**config.mk**
```make
export PLATFORM = sky130hd
export DESIGN_NAME = coin_pulse_driver
export DESIGN_NICKNAME = d
export VERILOG_FILES = /design/src/rtl/coin_pulse_driver.sv
export SDC_FILE = /design/constraint.sdc
export NUM_CORES = 1
export LEC_CHECK = 0
export CORE_ASPECT_RATIO = 1.5
export CORE_UTILIZATION = 51
export DETAILED_ROUTE_END_ITERATION = 8
export GPL_TIMING_DRIVEN = 0
export PLACE_DENSITY = 0.71
export RECOVER_POWER = 100
export SKIP_CTS_REPAIR_TIMING = 1
export SLEW_MARGIN = 30
export SYNTH_ARGS = -nofsm -noshare
export SYNTH_HDL_FRONTEND = slang
export SYNTH_SLANG_ARGS = --single-unit
export TNS_END_PERCENT = 5
```
**constraint.sdc**
```tcl
create_clock -name clk_in -period 2.6 [get_ports clk_in]
set_input_delay 0.65 -clock clk_in [delete_from_list [all_inputs] [get_ports clk_in]]
set_output_delay 0.65 -clock clk_in [all_outputs]
set_load 0.005 [all_outputs]
```
**src/rtl/coin_pulse_driver.sv**
```systemverilog
// coin_pulse_driver: turns a "return N coins" request into N timed actuator pulses
module coin_pulse_driver #(
  parameter int ON_CYCLES  = 12_500_000,
  parameter int OFF_CYCLES = 12_500_000,
  parameter int CNT_W      = 4
) (
  input  logic             clk_in,
  input  logic             rst_n,
  input  logic             start,
  input  logic [CNT_W-1:0] count,
  output logic             ready,
  output logic             busy,
  output logic             pulse_out,
  output logic [CNT_W-1:0] remaining,
  output logic             done
);
  localparam int MAX_C = ON_CYCLES > OFF_CYCLES ? ON_CYCLES : OFF_CYCLES;
  localparam int TW = $clog2(MAX_C + 1);
  localparam logic [TW-1:0] ON_LD = TW'(ON_CYCLES - 1);
  localparam logic [TW-1:0] OFF_LD = TW'(OFF_CYCLES - 1);
  typedef enum logic [1:0] {IDLE, ON, OFF, DONE} state_t;
  state_t state;
  logic [TW-1:0] timer;
  assign ready = state == IDLE;
  assign busy = state == ON || state == OFF;
  assign done = state == DONE;
  always_ff @(posedge clk_in or negedge rst_n)
    if (!rst_n) begin
      state <= IDLE;
      timer <= '0;
      remaining <= '0;
      pulse_out <= 1'b0;
    end else
      case (state)
        IDLE:
          if (start) begin
            state <= count != '0 ? ON : DONE;
            pulse_out <= count != '0;
            remaining <= count;
            timer <= ON_LD;
          end
        ON:
          if (timer == '0) begin
            state <= OFF;
            pulse_out <= 1'b0;
            remaining <= remaining - 1'b1;
            timer <= OFF_LD;
          end else
            timer <= timer - 1'b1;
        OFF:
          if (timer == '0) begin
            state <= remaining != '0 ? ON : DONE;
            pulse_out <= remaining != '0;
            timer <= ON_LD;
          end else
            timer <= timer - 1'b1;
        DONE: state <= IDLE;
      endcase
endmodule

```
==> metrics.md <==
| Metric | Value |
|---|---|
| Largest area contributor in the synthesized netlist | `dfrtp_1` |
| DRC viols | `0` |
| TritonCTS Buffers | `5` |
| Area contributors post-synth | `dfrtp_1 41%, xnor2_1 6.4%, nand2_1 4.9%` |
| Cells after Synth | `205` |
| Placer Congestion | `0.862` |
| Seq cells post-synth | `31` |
| Req. time, crit path | `1.95 ns` |
| Largest net degree at the start of global routing | `32` |
| PwrDens | `402 nW/um^2` |
| Worst-path fanout max | `9` |
| Wirelength per Cell | `15.8 um` |
| Hold Crit Depth | `2` |
| Post-synth net total | `219` |
| Buffers on Ports | `14` |
| Slack of the critical path | `0.166 ns` |
| IO Pins | `15` |
| Pre-CTS setup slack | `0.232 ns` |
| Core footprint | `3480 sq um` |
| Clk sinks | `31` |
| Worst Path Arrival | `1.78 ns` |
| CTS clock-pin slew for the worst setup and hold paths | `0.07 ns` |
| Slack of the worst reg-to-reg path | `0.38 ns` |
| Critical Path End Type | `primary output` |
| Critical R2R Capture | `timer[20]$_DFFE_PN0P_` |
| Starting DRT DRC Count | `43` |
| Post-Syn Area | `1910 sq um` |
| Seq/Total Area, Yosys | `40.6%` |
| Initial antenna violation count | `0` |
| TritonCTS clock tree | `done` |
| GRT overflow | `0` |
| Cell row count | `26` |
| CP startpoint kind | `flip-flop` |
| Final antenna-violating net count | `0` |
| Synth cell types | `41` |
| Die ar. | `4000 sq um` |
| First-pass GRT wire length | `7490 um` |
| EDFF count, synth | `0` |
| Vias per cell | `5.99` |
| Hold path start | `timer[19]$_DFFE_PN0P_` |
| Clock Path Buffers | `2` |
| Layout net count | `240` |
| Failing checks | `max-capacitance violations, max-slew violations` |
| Routed WL | `4250 um` |
| Util after Layout | `61.4%` |
| CP Launch Point | `state[0]$_DFFE_PN0P_` |
| End of the worst hold path | `timer[19]$_DFFE_PN0P_` |
| Layout cell share with drive strength beyond 1 | `7.05%` |
| Yosys warning total | `0` |
| TritonRoute pass-1 iters | `4` |
| Reg2reg start | `state[0]$_DFFE_PN0P_` |
| Worst skew pair latency | `0.28 ns` |
| Via Count | `1611` |
| Max Clock Skew | `0.00735 ns` |
| Max Clk Rate | `411 MHz` |
| Htree depth | `2` |
| Die span in y | `76.9 um` |
| Ant. Diodes | `0` |
| Die W | `52.0 um` |
| Final period util | `93.6%` |
| Worst-Margin Slew | `1.62 ns` |
| Worst setup path class | `flip-flop to primary output` |
| Tightest Hold Check Type | `flip-flop to flip-flop` |
| DP HPWL | `3220 um` |
| Synth top cells by count | `31 x dfrtp_1, 25 x nand2_1, 24 x nor2_1, 14 x xnor2_1, 10 x nor3_1` |
| Vias in the first global route | `1695` |
| Area growth syn-to-layout | `11.9%` |
| Status | `finished, violations left` |
| Syn_area_per_cell | `9.31 sq um` |
| VDD IR max | `0.290 mV` |
| Count leader, synth | `dfrtp_1` |
| Rel. slew slack | `-7.95%` |
| R2R depth | `8` |
| Root Driver | `clkbuf_8` |
| Ys flop type | `dfrtp_1` |
| Final hold violation count | `0` |
| FFs w/ async S/R, synth | `100%` |
| Final setup fails | `0` |
| Setup TNS Final | `0 ns` |
| Clock period minus worst slack | `2.43 ns` |
| Initial Utilization | `54.9%` |
| Max Slew Vio Count | `32` |
| Top-area cell type share of the netlist area | `40.6%` |
| Max cap viols | `1` |
| Leakage power | `0.794 nW` |
| RSZ-0062 raised after global routing | `false` |
| Total GRT Usage | `24.8%` |
[layout by cell type (no fill, tap or decap), types with 2 or more instances in the layout]
cell type and n:
xnor2_1 14, nand2_1 25, nand4_1 5, nor2b_1 3, a31oi_1 4, clkbuf_1 7, nor4_4 2, nand3b_1 2
nor2_1 24, dlygate4sd3_1 7, o22ai_1 4, clkbuf_8 5, a21oi_1 7, nand3_1 7, nor4_1 7, ha_1 7
clkdlybuf4s50_1 6, xor2_1 3, nand2b_1 4, inv_1 8, nor3_1 10, o21ai_0 7, or3_1 2, mux2i_1 5
dfrtp_1 31
[worst max-delay path by stage]
| stage | end | cells after the start |
|---|---|---|
| 6_report | busy | 3 |
| 5_1_grt | busy | 3 |
| 4_1_cts | busy | 3 |
| 3_5_place_dp | timer[20]$_DFFE_PN0P_ | 7 |
| 3_3_place_gp | timer[20]$_DFFE_PN0P_ | 7 |
| 2_1_floorplan | timer[20]$_DFFE_PN0P_ | 9 |
[logic make-up (layout without fill, tap and decap cells)]
logic type / Yosys count / in the layout / synth area share [%]
buffers and inverters: 14 / 36 / 3.28
AND/OR/NAND/NOR: 99 / 99 / 29.2
flip-flops: 31 / 31 / 40.6
XOR/XNOR: 17 / 17 / 7.80
adder cells (fa/ha/maj): 7 / 7 / 4.59
multiplexers: 7 / 7 / 3.80
AO/OA/AOI/OAI: 30 / 30 / 10.7
[area by class of cell]
cell class	instances	area, sq um
inverter	8	30.0
tap	42	52.6
fill	313	1340
clock inverter	1	5.00
sequential	31	776
buffer	6	25.0
timing repair buffer	14	134
clock buffer	7	76.3
multi-input combinational	160	1040
[registers in the layout, indices dropped and copies added, names as in the netlist]
name,count
timer,24
remaining,4
pulse_out,1
state,2
[worst max-delay path: stages, from the launching register on]
cell and delay (ns):
dfrtp_1 0.40, inv_1 0.08, ha_1 0.45, clkdlybuf4s50_1 0.57
[through the flow]
stage | hold WS (ns) | total power [W] | std cells | area, sq um
floorplan | 0.354 | 0.000492 | 205 | 1910
global placement | 0.538 | 0.000512 | 261 | 2100
detailed placement | 0.546 | 0.000511 | 261 | 2100
CTS | 0.431 | 0.000864 | 269 | 2180
global route | 0.596 | 0.000888 | 269 | 2140
finish | 0.563 | 0.000860 | 269 | 2140
[power breakdown]
part	internal (W)	total, W	switching, W
combinational	0.00000737	0.0000189	0.0000115
sequential	0.000482	0.000482	0
clock	0.000187	0.000359	0.000171
[metal layers]
layer,vias up,part of all wire (%),global-route usage (%)
met4,0,1.7,11.1
met3,6,4.4,4.76
li1,773,-,-
met1,778,38,27.7
met2,54,56,43.6
met5,-,0,0
No activity file was read; power rests on OpenSTA's default activity.
